--- src/rtl/svfloat_pkg.sv ---
// Shared float types and helpers for the svfloat packing path.
// Latency: n/a (types and constant functions only).
// Backpressure: n/a.
package svfloat_pkg;

    typedef struct packed {
        logic        sign;
        logic [7:0]  exponent;
        logic [22:0] mantissa;
    } float32_t;

    localparam int FLOAT32_EXPW = 8;

    // Index width that never collapses to zero bits, so a single requester still has an id.
    function automatic int idx_width(input int n);
        return (n > 1) ? $clog2(n) : 1;
    endfunction

endpackage

--- src/rtl/svfloat_packer.sv ---
// Packs sign/unbiased exponent/mantissa plus override flags into an IEEE-style float.
// Latency: combinational.
// Backpressure: none, pure function of its inputs.
module svfloat_packer #(
    parameter type float  = svfloat_pkg::float32_t,
    parameter int  ewidth = 9,
    parameter int  width  = 46,
    parameter int  frac   = 23,
    parameter int  expw   = svfloat_pkg::FLOAT32_EXPW
) (
    input  logic              inf,
    input  logic              nan,
    input  logic              zero,
    input  logic              sign,
    input  logic [ewidth-1:0] expo,
    input  logic [width-1:0]  man,
    output float              res
);

    localparam int FW   = $bits(float);
    localparam int MW   = FW - 1 - expw;
    localparam int BIAS = (1 << (expw - 1)) - 1;
    localparam int EMAX = (1 << expw) - 1;

    int                    lead;
    int                    e_b;
    int                    den_sh;
    logic [width-1:0]      norm;
    logic [width+MW-1:0]   ext;
    logic [MW-1:0]         frac_f;
    logic [MW-1:0]         den_f;
    logic [MW-1:0]         nan_m;
    logic [MW:0]           full;
    logic [MW:0]           den_full;
    logic [FW-1:0]         vec;

    always_comb begin
        lead = 0;
        for (int i = 0; i < width; i++) begin
            if (man[i]) lead = i;
        end
        // Biased exponent once the leading one is moved to the implicit-bit position.
        e_b      = int'($signed(expo)) + lead - frac + BIAS;
        norm     = man << (width - 1 - lead);
        ext      = {norm, {MW{1'b0}}};
        frac_f   = ext[width+MW-2 -: MW];
        full     = {1'b1, frac_f};
        den_sh   = 1 - e_b;
        den_full = (den_sh > MW) ? '0 : (full >> den_sh);
        den_f    = den_full[MW-1:0];
        nan_m    = '0;
        nan_m[MW-1] = 1'b1;

        vec = {sign, e_b[expw-1:0], frac_f};
        if (nan)
            vec = {1'b0, {expw{1'b1}}, nan_m};
        else if (inf)
            vec = {sign, {expw{1'b1}}, {MW{1'b0}}};
        else if (zero)
            vec = {sign, {expw{1'b0}}, {MW{1'b0}}};
        else if (e_b >= EMAX)
            vec = {sign, {expw{1'b1}}, {MW{1'b0}}};
        else if (man == '0)
            vec = {sign, {expw{1'b0}}, {MW{1'b0}}};
        else if (e_b <= 0)
            vec = {sign, {expw{1'b0}}, den_f};
    end

    assign res = vec;

endmodule

--- src/rtl/svfloat_rr_arbiter.sv ---
// Round-robin grant: first requester at or after ptr, wrapping.
// Latency: combinational.
// Backpressure: none; the caller qualifies the grant with its own ready.
module svfloat_rr_arbiter #(
    parameter  int N   = 4,
    localparam int IDW = svfloat_pkg::idx_width(N)
) (
    input  logic [N-1:0]   req,
    input  logic [IDW-1:0] ptr,
    output logic [N-1:0]   grant,
    output logic [IDW-1:0] grant_idx
);

    int   idx;
    logic found;

    always_comb begin
        grant     = '0;
        grant_idx = '0;
        found     = 1'b0;
        idx       = 0;
        for (int k = 0; k < N; k++) begin
            idx = int'(ptr) + k;
            if (idx >= N) idx = idx - N;
            if (!found && req[idx]) begin
                found      = 1'b1;
                grant[idx] = 1'b1;
                grant_idx  = IDW'(idx);
            end
        end
    end

endmodule

--- src/rtl/svfloat_pack_arbiter.sv ---
// Shares one float packer among N_REQ requesters with round-robin grant and a tagged result.
// Latency: 2 cycles accept-to-result; one result per cycle sustained.
// Backpressure: res_ready stalls S2, then S1, then drops req_ready; nothing is lost or duplicated.
module svfloat_pack_arbiter
    import svfloat_pkg::*;
#(
    parameter type float  = float32_t,
    parameter int  ewidth = 9,
    parameter int  width  = 46,
    parameter int  frac   = 23,
    parameter int  N_REQ  = 4,
    localparam int IDW    = idx_width(N_REQ)
) (
    input  logic                    clk,
    input  logic                    rst,
    input  logic [N_REQ-1:0]        req_valid,
    output logic [N_REQ-1:0]        req_ready,
    input  logic [N_REQ-1:0]        req_inf,
    input  logic [N_REQ-1:0]        req_nan,
    input  logic [N_REQ-1:0]        req_zero,
    input  logic [N_REQ-1:0]        req_sign,
    input  logic [N_REQ*ewidth-1:0] req_exp,
    input  logic [N_REQ*width-1:0]  req_man,
    output logic                    res_valid,
    input  logic                    res_ready,
    output logic [IDW-1:0]          res_id,
    output float                    res,
    output logic                    busy
);

    typedef struct packed {
        logic              inf;
        logic              nan;
        logic              zero;
        logic              sign;
        logic [ewidth-1:0] expo;
        logic [width-1:0]  man;
        logic [IDW-1:0]    id;
    } s1_t;

    logic [N_REQ-1:0] grant;
    logic [IDW-1:0]   grant_idx;
    logic [IDW-1:0]   ptr;
    logic [IDW-1:0]   ptr_nxt;
    logic             s1_valid;
    logic             s2_valid;
    logic             s1_ready;
    logic             s2_ready;
    logic             accept;
    s1_t              s1_q;
    s1_t              sel;
    float             pk_res;
    int               gi;

    svfloat_rr_arbiter #(.N(N_REQ)) u_arb (
        .req       (req_valid),
        .ptr       (ptr),
        .grant     (grant),
        .grant_idx (grant_idx)
    );

    assign s2_ready  = !s2_valid || res_ready;
    assign s1_ready  = !s1_valid || s2_ready;
    assign req_ready = (s1_ready && !rst) ? grant : '0;
    assign accept    = |(req_valid & req_ready);
    assign res_valid = s2_valid;
    assign busy      = s1_valid || s2_valid;
    assign ptr_nxt   = (int'(grant_idx) == N_REQ - 1) ? '0 : grant_idx + IDW'(1);

    always_comb begin
        sel      = '0;
        gi       = int'(grant_idx);
        sel.inf  = req_inf[gi];
        sel.nan  = req_nan[gi];
        sel.zero = req_zero[gi];
        sel.sign = req_sign[gi];
        sel.expo = req_exp[gi*ewidth +: ewidth];
        sel.man  = req_man[gi*width +: width];
        sel.id   = grant_idx;
    end

    svfloat_packer #(
        .float  (float),
        .ewidth (ewidth),
        .width  (width),
        .frac   (frac)
    ) u_packer (
        .inf  (s1_q.inf),
        .nan  (s1_q.nan),
        .zero (s1_q.zero),
        .sign (s1_q.sign),
        .expo (s1_q.expo),
        .man  (s1_q.man),
        .res  (pk_res)
    );

    // S1 and S2 advance independently so an accept and a drain can share a cycle.
    always_ff @(posedge clk or posedge rst) begin
        if (rst) begin
            s1_valid <= 1'b0;
            s1_q     <= '0;
            s2_valid <= 1'b0;
            res      <= '0;
            res_id   <= '0;
            ptr      <= '0;
        end else begin
            if (s1_ready) begin
                s1_valid <= accept;
                if (accept) s1_q <= sel;
            end
            if (s2_ready) begin
                s2_valid <= s1_valid;
                if (s1_valid) begin
                    res    <= pk_res;
                    res_id <= s1_q.id;
                end
            end
            if (accept) ptr <= ptr_nxt;
        end
    end

endmodule

--- config.mk ---
export PLATFORM = sky130hd
export DESIGN_NAME = svfloat_pack_arbiter
export DESIGN_NICKNAME = d
export VERILOG_FILES = /design/src/rtl/svfloat_pkg.sv /design/src/rtl/svfloat_packer.sv /design/src/rtl/svfloat_rr_arbiter.sv /design/src/rtl/svfloat_pack_arbiter.sv
export SDC_FILE = /design/constraint.sdc
export NUM_CORES = 1
export LEC_CHECK = 0
export CAP_MARGIN = 15
export CORE_MARGIN = 3
export CORE_UTILIZATION = 57
export DETAILED_ROUTE_END_ITERATION = 12
export PLACE_DENSITY = 0.9
export SLEW_MARGIN = 10
export SYNTH_ARGS = -nofsm -noshare
export SYNTH_HDL_FRONTEND = slang
export SYNTH_SLANG_ARGS = --single-unit
--- constraint.sdc ---
create_clock -name clk -period 21.3 [get_ports clk]
set_input_delay 2.13 -clock clk [delete_from_list [all_inputs] [get_ports clk]]
set_output_delay 2.13 -clock clk [all_outputs]
set_load 0.05 [all_outputs]
## Word level (Yosys, flattened, before mapping)

Index checks and enable logic that the tools add are counted.

- Logic and storage cells: 172
- Output and inout port bits: 40
- Bits of input ports: 243
- Register bits: 99

- Shift operators: 4
- Equal/unequal tests: 1
- $lt $le $gt $ge: 16
- Bitwise logic cells: 4
- Mux-type cells: 97
- Multiply operators: 2
- Reductions and logical operators: 21
- Add/subtract/negate cells: 13

Operators by type and width:

| operator | count |
|---|---|
| 184-bit by 9-bit variable part select with 46-bit output | 1 |
| 32-bit 2-to-1 mux | 5 |
| 31-bit 2-to-1 mux | 5 |
| 32-bit by 1-bit greater-or-equal comparator with 1-bit output, second input constant | 4 |
| 32-bit by 4-bit less-than comparator with 1-bit output, second input constant | 4 |
| 32-bit by 4-bit greater-or-equal comparator with 1-bit output, second input constant | 3 |
| 32-bit by 4-bit subtractor with 32-bit output, second input constant | 3 |
| 6-bit 2-to-1 mux | 14 |
| 5-bit 2-to-1 mux | 16 |
| 4-bit 2-to-1 mux | 13 |
| 46-bit logical NOT | 1 |
| 46-bit by 32-bit << shifter with 45-bit output | 1 |
| 36-bit by 7-bit variable part select with 9-bit output | 1 |
| 32-bit by 8-bit adder with 32-bit output, second input constant | 1 |
| 32-bit by 9-bit greater-or-equal comparator with 1-bit output, second input constant | 1 |
| 32-bit by 6-bit greater-than comparator with 1-bit output, second input constant | 1 |
| 32-bit by 1-bit <= comparator with 1-bit output, second input constant | 1 |
| 24-bit by 32-bit >> shifter with 23-bit output | 1 |
| 2-bit by 32-bit subtractor with 32-bit output, first input constant | 1 |
| 32-bit by 6-bit subtractor with 32-bit output, second input constant | 1 |
| 23-bit 2-to-1 mux | 1 |
| 1-bit 2-to-1 mux | 20 |
| 1-bit binary-select mux with 2-bit select | 8 |
| 2-bit 2-to-1 mux | 7 |
| 20 further kinds | 44 |

## Depth between registers and ports, before layout

Gate-level depths: netlist of run 1.

- Depth in word-level cells: 57
- Mapped depth: 35
- Depth with buffers taken out: 31

## By module

A second synthesis of run 1 with hierarchy kept.

- Cell total of the unflattened synthesis: 1,551
- Area, all modules: 13,477.9 µm²

By module, submodules not included:

| module | seq. area each (µm²) | area an instance (µm²) | instances | cells an instance |
|---|---|---|---|---|
| svfloat_packer | 0.0 | 7,841.3 | 1 | 1,207 |
| svfloat_pack_arbiter | 2,477.4 | 5,180.0 | 1 | 295 |
| svfloat_rr_arbiter | 0.0 | 456.7 | 1 | 49 |

## Worst setup path before layout of run 1

Ideal clock, no wire load.

- Path kind: in2out
- From: in rst
- To: out req_ready[1]
- Required time: 19.170 ns
- Path buffers: 0
- Cell stages on the path: 3
- Setup slack: 13.797 ns
- Data arrival time: 5.373 ns
- Cells stage by stage: inv_1 -> nand2_1 -> nor2_1

- Longest elaborated chain between the ends: 3

RTL lines:

| item | RTL line | text |
|---|---|---|
| start: declaration | svfloat_pack_arbiter.sv:15 | `input logic rst,` |
| 1-bit logical NOT (no line) | n/a |  |
| 1-bit logical AND | svfloat_pack_arbiter.sv:64 | `assign req_ready = (s1_ready && !rst) ? grant : '0;` |
| 4-bit 2-to-1 mux | svfloat_pack_arbiter.sv:64 |  |
| end: declaration | svfloat_pack_arbiter.sv:17 | `output logic [N_REQ-1:0] req_ready,` |

Every way passes these cells.

## Worst setup path after layout of run 1

- From: reg s1_q[44] (netlist bit)
- To: reg res[10] (netlist bit)

- Longest elaborated chain between the ends: 16
- Elaborated cells between the ends (all ways): 22
- Classes of those cells: add/sub: 5; order compare: 3; shift: 2; mux: 11; reduce/logical: 1

RTL lines:

| item | RTL line | text |
|---|---|---|
| start: declaration | svfloat_pack_arbiter.sv:50 | `s1_t s1_q;` |
| start signal: assignment | svfloat_pack_arbiter.sv:109 | `if (accept) s1_q <= sel;` |
| 6-bit 2-to-1 mux (4 in a row) | svfloat_packer.sv:40 | `if (man[i]) lead = i;` |
| 9-bit by 7-bit adder with 10-bit output | svfloat_packer.sv:43 | `e_b = int'($signed(expo)) + lead - frac + BIAS;` |
| 32-bit by 6-bit subtractor with 32-bit output | svfloat_packer.sv:43 |  |
| 32-bit by 8-bit adder with 32-bit output | svfloat_packer.sv:43 |  |
| 2-bit by 32-bit subtractor with 32-bit output | svfloat_packer.sv:48 | `den_sh = 1 - e_b;` |
| 32-bit by 6-bit greater-than comparator with 1-bit output or 24-bit by 32-bit >> shifter with 23-bit output (tied branches) | svfloat_packer.sv:49 | `den_full = (den_sh > MW) ? '0 : (full >> den_sh);` |
| 23-bit 2-to-1 mux | svfloat_packer.sv:49 |  |
| 31-bit 2-to-1 mux | svfloat_packer.sv:65 | `else if (e_b <= 0)` |
| 31-bit 2-to-1 mux | svfloat_packer.sv:63 | `else if (man == '0)` |
| 31-bit 2-to-1 mux (*) | svfloat_packer.sv:61 | `else if (e_b >= EMAX)` |
| 31-bit 2-to-1 mux (*) | svfloat_packer.sv:59 | `else if (zero)` |
| 31-bit 2-to-1 mux (*) | svfloat_packer.sv:57 | `else if (inf)` |
| 32-bit 2-to-1 mux (*) | svfloat_packer.sv:55 | `if (nan)` |
| end signal: assignment | svfloat_pack_arbiter.sv:114 | `res <= pk_res;` |
| end: declaration | svfloat_pack_arbiter.sv:27 | `output float res,` |

Every way passes the cells marked *; elsewhere a longest branch is shown, timed or not.
A chain may end at the register's enable or synchronous reset.

==> summary by stage, run 1 <==
Yosys
The cell area after technology mapping is 12500 um2. The count of flip-flops with a built-in enable after synthesis is 0. Of the post-synthesis cell area, the dominant cell type holds 19.8%.

Of all cell types, the one taking the most synthesized area is sky130_fd_sc_hd__dfrtp_1. The number of synthesis warnings is 0. The net count after synthesis is 1768.

The commonest cells after synthesis are sky130_fd_sc_hd__nor2_1, sky130_fd_sc_hd__nand2_1, sky130_fd_sc_hd__clkbuf_1, sky130_fd_sc_hd__dfrtp_1, sky130_fd_sc_hd__a21oi_1. sky130_fd_sc_hd__nor2_1 is the most common cell in the netlist. The number of unique standard cell types used by synthesis is 90.

In the synthesized netlist, the number of instances is 1503. After synthesis, the cell types taking the most area are sky130_fd_sc_hd__dfrtp_1, sky130_fd_sc_hd__mux4_2, sky130_fd_sc_hd__mux2_2. The primary flip-flop cell chosen by synthesis mapping is sky130_fd_sc_hd__dfrtp_1. The register area share after synthesis is 19.8%. The synthesized area per cell is 8.32 um2. After synthesis the netlist holds a flip-flop and latch count of 99.

The fraction of registers with async set/reset is 100%.

Setup path
The required time at the endpoint of the critical path is 21.58 ns. The worst setup path is launched from a flop. Along the worst path, the maximum fanout reaches 20. The type of the setup path with the least slack is reg -> reg.

The largest incremental delay on the critical path is 0.76 ns. The worst register-to-register path has a setup slack of 11.90 ns. STA puts the critical path data arrival time at 9.68 ns. The worst setup path is captured at a flop. The slowest cell on the critical path is sky130_fd_sc_hd__nor2_1.

STA
For the final database, setup skew stands at 0.0147 ns. The final worst setup slack is 11.90 ns. The number of hold violations in the final report is 0. The worst relative slew slack is 27.3%. The final count of pins violating max slew is 0. Setup violations remaining at the end of the flow were counted as 0. Setup repair after global routing left no endpoint under its margin.

For the pin with the worst max-slew slack, the measured transition is 1.08 ns. The final critical path takes up 44.1% of the cycle. The routed design could run at a clock period as short as 9.40 ns. Derived from the worst setup path, the maximum achievable clock frequency is 106 MHz. In the final timing run, aggregate negative setup slack is 0 ns.

CTS
Buffers inserted during clock tree synthesis total 9. The source-to-sink clock delay at the later pin of the worst-skew pair is 0.38 ns. The CTS sink count is 99. CTS built an H-tree with a depth of 3. The CTS tree is built.

The root buffer cell chosen for the clock tree is sky130_fd_sc_hd__clkbuf_16. The number of hold-repair buffers added at the cts stage is 0. The post-cts gate resize count is 0. The post-CTS clock slew at the launch and capture registers of the worst setup and hold paths is 0.08 ns.

Counting along the longest clock path gives a buffer depth of 2. Post-CTS timing repair inserted 0 buffers for setup.

Place
The half-perimeter wire length of the detailed placement result is 40100 um. The worst setup slack after placement is 12.24 ns. Port buffering added 282 buffers. At the end of routability-driven placement, the weighted congestion stood at 1.13.

Global routing
Summed over all layers, the global routing overflow is 0. The number of antenna violations at the first check in global routing is 0. The global-route wire length before repair is 81800 um. Entering global routing, the biggest net connects 68 pins.

The number of global-route vias before repair is 14.6k. The aggregate global-route resource usage is 42.9%.

Die
The area of the core is 21300 um2. The number of top-level pins is 283. The floorplan has 53 rows. From left edge to right edge, the die measures 154 um.

The initial utilization of the core area, before any placement, comes to 58.8%. The overall die height is 154 um. The area enclosed by the die boundary is 23800 um2.

Drt
The detailed-route vias per instance is 7.57. The average wire per standard cell is 26.8 um. Summed over all layers, the routed wires come to 52800 um.

The number of DRC markers in iteration 0 is 2690. After detailed routing, the number of remaining DRC violations is 0. For this block, the via count after detailed routing is 14.9k. For this run, the detailed router's first-pass iteration total came to 8. The remaining antenna violation count after routing is 0.

Flow run
The number of maximum-capacitance violations is 0.

Finish
The proportion of layout cells with a drive suffix above 1 is 13.3%. The number of nets in the finished design is 1950. The area growth from synthesis to final layout is 25.0%. Once layout is complete, the utilization of the core stands at 73.5%. The repair_antennas step left the layout with diodes totalling 0.

The number of filler cells placed in the layout is 1504.

Worst hold path
The worst min-delay path category is reg -> reg.

Run status
The run finished with clean final reports.
-- worst paths after layout --
path                       startpoint       end  cells after the start
setup / recovery             s1_q[44]   res[10]                     29
max in group asynchronous         rst  s1_q[47]                      3
setup reg to reg             s1_q[44]   res[10]                     29
min in group asynchronous         rst  s1_q[60]                      2
hold / removal                res[23]   res[23]                      2
hold reg to reg               res[23]   res[23]                      2
-- state kept, by name, indices dropped and copies added, names as in the netlist, named ones only --
register / cells
s1_valid: 1
s1_q: 61
res: 32
res_id: 2
ptr: 1
res_valid: 1
-- through the flow --
step                      cell area, um2  std cells  hold slack (ns)
after global placement             15400       1949            0.458
after floorplan                    12500       1503            0.446
after detailed placement           15400       1949            0.476
after global routing               15600       1965            0.528
after CTS                          15600       1965            0.494
final                              15600       1965            0.487
-- layout by cell type (no fill, tap or decap), drive strengths merged, types with 13 or more instances in the layout --
master,Yosys,routed
a21oi,92,92
o211ai,48,48
xnor2,17,17
a211oi,25,25
nor3,45,45
nand2b,18,18
nor4,23,23
ha,21,21
nand3,73,73
mux2i,30,30
and2,18,18
a32oi,13,13
mux4,69,69
a211o,14,14
dfrtp,99,99
nand4,13,13
inv,42,45
o31ai,15,15
a22o,16,16
nor2,127,127
a31oi,29,29
nand2,118,118
a22oi,20,20
mux2,81,81
o21ai,76,76
clkdlybuf4s50,0,282
buf,34,22
o22ai,13,13
-- kinds of logic (layout without fill, tap and decap cells) --
| logic type | count (synthesis) | in the layout | share of synthesized area [%] |
|---|---|---|---|
| buffers and inverters | 176 | 363 | 5.66 |
| xor gates and xnor gates | 26 | 26 | 1.82 |
| and+or+nand+nor | 504 | 504 | 19.7 |
| DFF | 99 | 99 | 19.8 |
| adders and majority gates | 22 | 22 | 2.26 |
| AOI/OAI and AO/OA | 496 | 496 | 28.6 |
| muxes | 180 | 180 | 22.1 |
-- final cells by class --
class | instances | area, um2 | area share (%)
clock inverter | 7 | 57.6 | 0.368
inverter | 43 | 165 | 1.06
clock buffer | 9 | 225 | 1.44
tap | 275 | 344 | 2.20
sequential | 99 | 2480 | 15.8
multi-input combinational | 1228 | 9380 | 60.0
timing repair buffer | 304 | 2990 | 19.1
-- metal layers --
metal / vias to the layer above / GRT usage [%] / part of all wire, %
li1: 6276 / - / -
met1: 6879 / 50.7 / 33
met3: 387 / 9.40 / 11
met5: - / 0 / 0
met2: 1330 / 70.5 / 47
met4: 0 / 27.8 / 8.7
-- worst max-delay path: cells and delay by family (launching register included) --
| family | cells | cell delay (ns) |
|---|---|---|
| xor+xnor | 1 | 0.41 |
| fa+ha+maj | 3 | 0.91 |
| buf+inv | 3 | 0.56 |
| compound gates | 11 | 3.70 |
| flops | 1 | 0.49 |
| simple gates | 11 | 3.26 |
Power of run 1 is left out: the tool's default activity adds up to more than one toggle a clock period on the data nets, which glitch-free logic cannot reach.
==> inputs of run 2 (changes only) <==
--- a/config.mk
+++ b/config.mk
@@ -7,9 +7,9 @@
 export LEC_CHECK = 0
 export CAP_MARGIN = 15
 export CORE_MARGIN = 3
-export CORE_UTILIZATION = 57
+export CORE_UTILIZATION = 48
 export DETAILED_ROUTE_END_ITERATION = 12
-export PLACE_DENSITY = 0.9
+export PLACE_DENSITY = 0.81
 export SLEW_MARGIN = 10
 export SYNTH_ARGS = -nofsm -noshare
 export SYNTH_HDL_FRONTEND = slang
==> constraint.sdc (replaced) <==
create_clock -name clk -period 8.17 [get_ports clk]
set_input_delay 0.817 -clock clk [delete_from_list [all_inputs] [get_ports clk]]
set_output_delay 0.817 -clock clk [all_outputs]
set_load 0.05 [all_outputs]
==> summary by stage, run 2 (synthesized netlist as in run 1, its figures left out) <==
Run status
Status: completed (unchanged).

Drt
The detailed-route vias per instance is 6.95 (was 7.57). The total wire length is 52800 um (about the same). The remaining antenna violation count after routing is 0 (unchanged). The remaining design rule violation count was 0 (unchanged). The via count is 14.3k (was 14.9k). The number of DRC markers in iteration 0 is 1861 (was 2690). The average wire per standard cell was 25.6 um (was 26.8 um). The detailed-router iteration count before antenna repair is 6 (was 8).

Global routing
The aggregate global-route resource usage came to 36.2% (was 42.9%). The number of antenna violations at the first check in global routing was 0 (unchanged). The maximum number of pins on one net before global-route repair came to 68 (unchanged). The remaining global-route overflow is 0 (unchanged).

The number of global-route vias before repair came to 14.0k (was 14.6k). The global-route wire length before repair is 81100 um (was 81800 um).

Die
The overall die height is 167 um (was 154 um). The area enclosed by the die boundary is 28000 um2 (was 23800 um2). The row count is 58 (was 53). The number of top-level pins is 283 (unchanged). The initial core utilization is 49.3% (was 58.8%).

The area of the core came to 25400 um2 (was 21300 um2). The floorplan die width is 167 um (was 154 um).

CTS
The post-CTS clock slew at the launch and capture registers of the worst setup and hold paths is 0.08 ns (about the same). The maximum buffer depth of the clock tree is 2 (unchanged). The number of buffers inserted to repair setup after CTS is 0 (unchanged). The post-cts gate resize count is 0 (unchanged). The number of buffers created by CTS was 9 (unchanged). The root cell of the clock tree is sky130_fd_sc_hd__clkbuf_16 (unchanged). The source-to-sink clock delay at the later pin of the worst-skew pair is 0.37 ns (was 0.38 ns). The count of H-tree levels built during CTS is 3 (unchanged).

The CTS sink count was 99 (unchanged). The CTS tree is built (unchanged). The number of hold-repair buffers added at the cts stage was 0 (unchanged).

Setup path
The number of buffer and inverter instances along the worst setup path is 3 (unchanged). The nature of the critical path endpoint is a flop (unchanged). The slowest cell on the critical path is sky130_fd_sc_hd__or4_1 (was sky130_fd_sc_hd__nor2_1).

The type of the setup path with the least slack is reg -> reg (unchanged). The startpoint type of the worst setup path is a flop (unchanged). The kind of cell with the highest combined delay on the critical path is compound AO/OA/AOI/OAI gates (unchanged).

The data arrival time at the worst-slack endpoint is 7.98 ns (was 9.68 ns). The maximum fanout encountered on the critical timing path is 10 (was 20). The largest incremental delay on the critical path came to 0.56 ns (was 0.76 ns).

The cell repeated most along the worst path is sky130_fd_sc_hd__nor2_1. The required time at the endpoint of the critical path is 8.45 ns (was 21.58 ns).

Finish
The number of flip-flops under the largest register name is 61 (unchanged). Top library cells by usage in the layout, fill and taps aside: sky130_fd_sc_hd__clkdlybuf4s50_1, sky130_fd_sc_hd__nor2_1, sky130_fd_sc_hd__nand2_1 (unchanged). The most common cell after layout, fill and taps aside is sky130_fd_sc_hd__clkdlybuf4s50_1 (unchanged). The area growth from synthesis to final layout is 28.4% (was 25.0%). The proportion of layout cells with a drive suffix above 1 is 15.3% (was 13.3%).

The number of nets in the finished design came to 1991 (was 1950). The number of antenna cells inserted was 0 (unchanged). Registers with the highest flip-flop counts: s1_q: 61 flops, res: 32 flops, res_id: 2 flops (unchanged). The register containing the most flip-flops in the final layout is s1_q (unchanged).

STA
The worst-margin pin slew is 1.17 ns (was 1.08 ns). The worst relative slew slack was 21.7% (was 27.3%). The setup TNS is 0 ns (unchanged). The final worst setup slack is 0.468 ns (was 11.90 ns).

The number of hold violations in the final report is 0 (unchanged). The count of endpoints failing setup in the final report is 0 (unchanged). The worst setup skew after layout is 0.0150 ns (was 0.0147 ns). The highest clock rate is 130 MHz (was 106 MHz).

The final count of pins violating max slew is 0 (unchanged). The share of the clock period used by the worst path after layout is 94.3% (was 44.1%). The final critical path time including I/O delays and setup came to 7.70 ns (was 9.40 ns).

Place
The routability-driven placement congestion ratio is 1.07 (was 1.13). The half-perimeter wire length of the detailed placement result is 41300 um (was 40100 um). The count of port buffers added during placement was 282 (unchanged). The worst setup slack after placement is 0.512 ns (was 12.24 ns).

Worst hold path
The worst min-delay path category is reg -> reg (unchanged).

Flow run
The number of maximum-capacitance violations is 0 (unchanged).
## run 2: routing by layer
layer | up-vias | track usage [%] | wire length [um]
met3 | 215 | 6.28 | 4060
li1 | 6360 | - | -
met2 | 860 | 62.0 | 25700
met4 | 0 | 19.5 | 3450
met5 | - | 0 | 0
met1 | 6879 | 43.5 | 19600
## run 2: layout make-up
cell class / count / area [um2]
fill: 2195 / 9330
timing repair buffer: 345 / 3300
multi-input combinational: 1228 / 9400
clock inverter: 5 / 86.3
tap: 330 / 413
sequential: 99 / 2480
clock buffer: 11 / 233
inverter: 43 / 165
## run 2: final timing paths
kind,depth (start not counted),start,slack [ns],end
max in group asynchronous,3,rst,6.13,s1_q[54]
worst max register to register,30,s1_q[18],0.47,res[10]
worst min-delay path,2,res[23],0.49,res[23]
worst max-delay path,30,s1_q[18],0.47,res[10]
worst min register to register,2,res[23],0.49,res[23]
min in group asynchronous,2,rst,0.83,res[31]
## run 2: worst min-delay path, cell delays in order, from the launching register on
cell and delay, ns:
sky130_fd_sc_hd__dfrtp_1 0.35, sky130_fd_sc_hd__nand2_1 0.05, sky130_fd_sc_hd__o21ai_0 0.06
## run 2: metrics by stage
step	area [um2]	utilization [%]	std cells	hold WS, ns
detailed placement	15700	61.9	2045	0.481
global route	16100	63.3	2061	0.529
global placement	15700	61.9	2045	0.459
CTS	16100	63.2	2061	0.499
finish	16100	63.3	2061	0.495
floorplan	12500	-	1503	0.446
Power of run 2 is left out for the same reason.
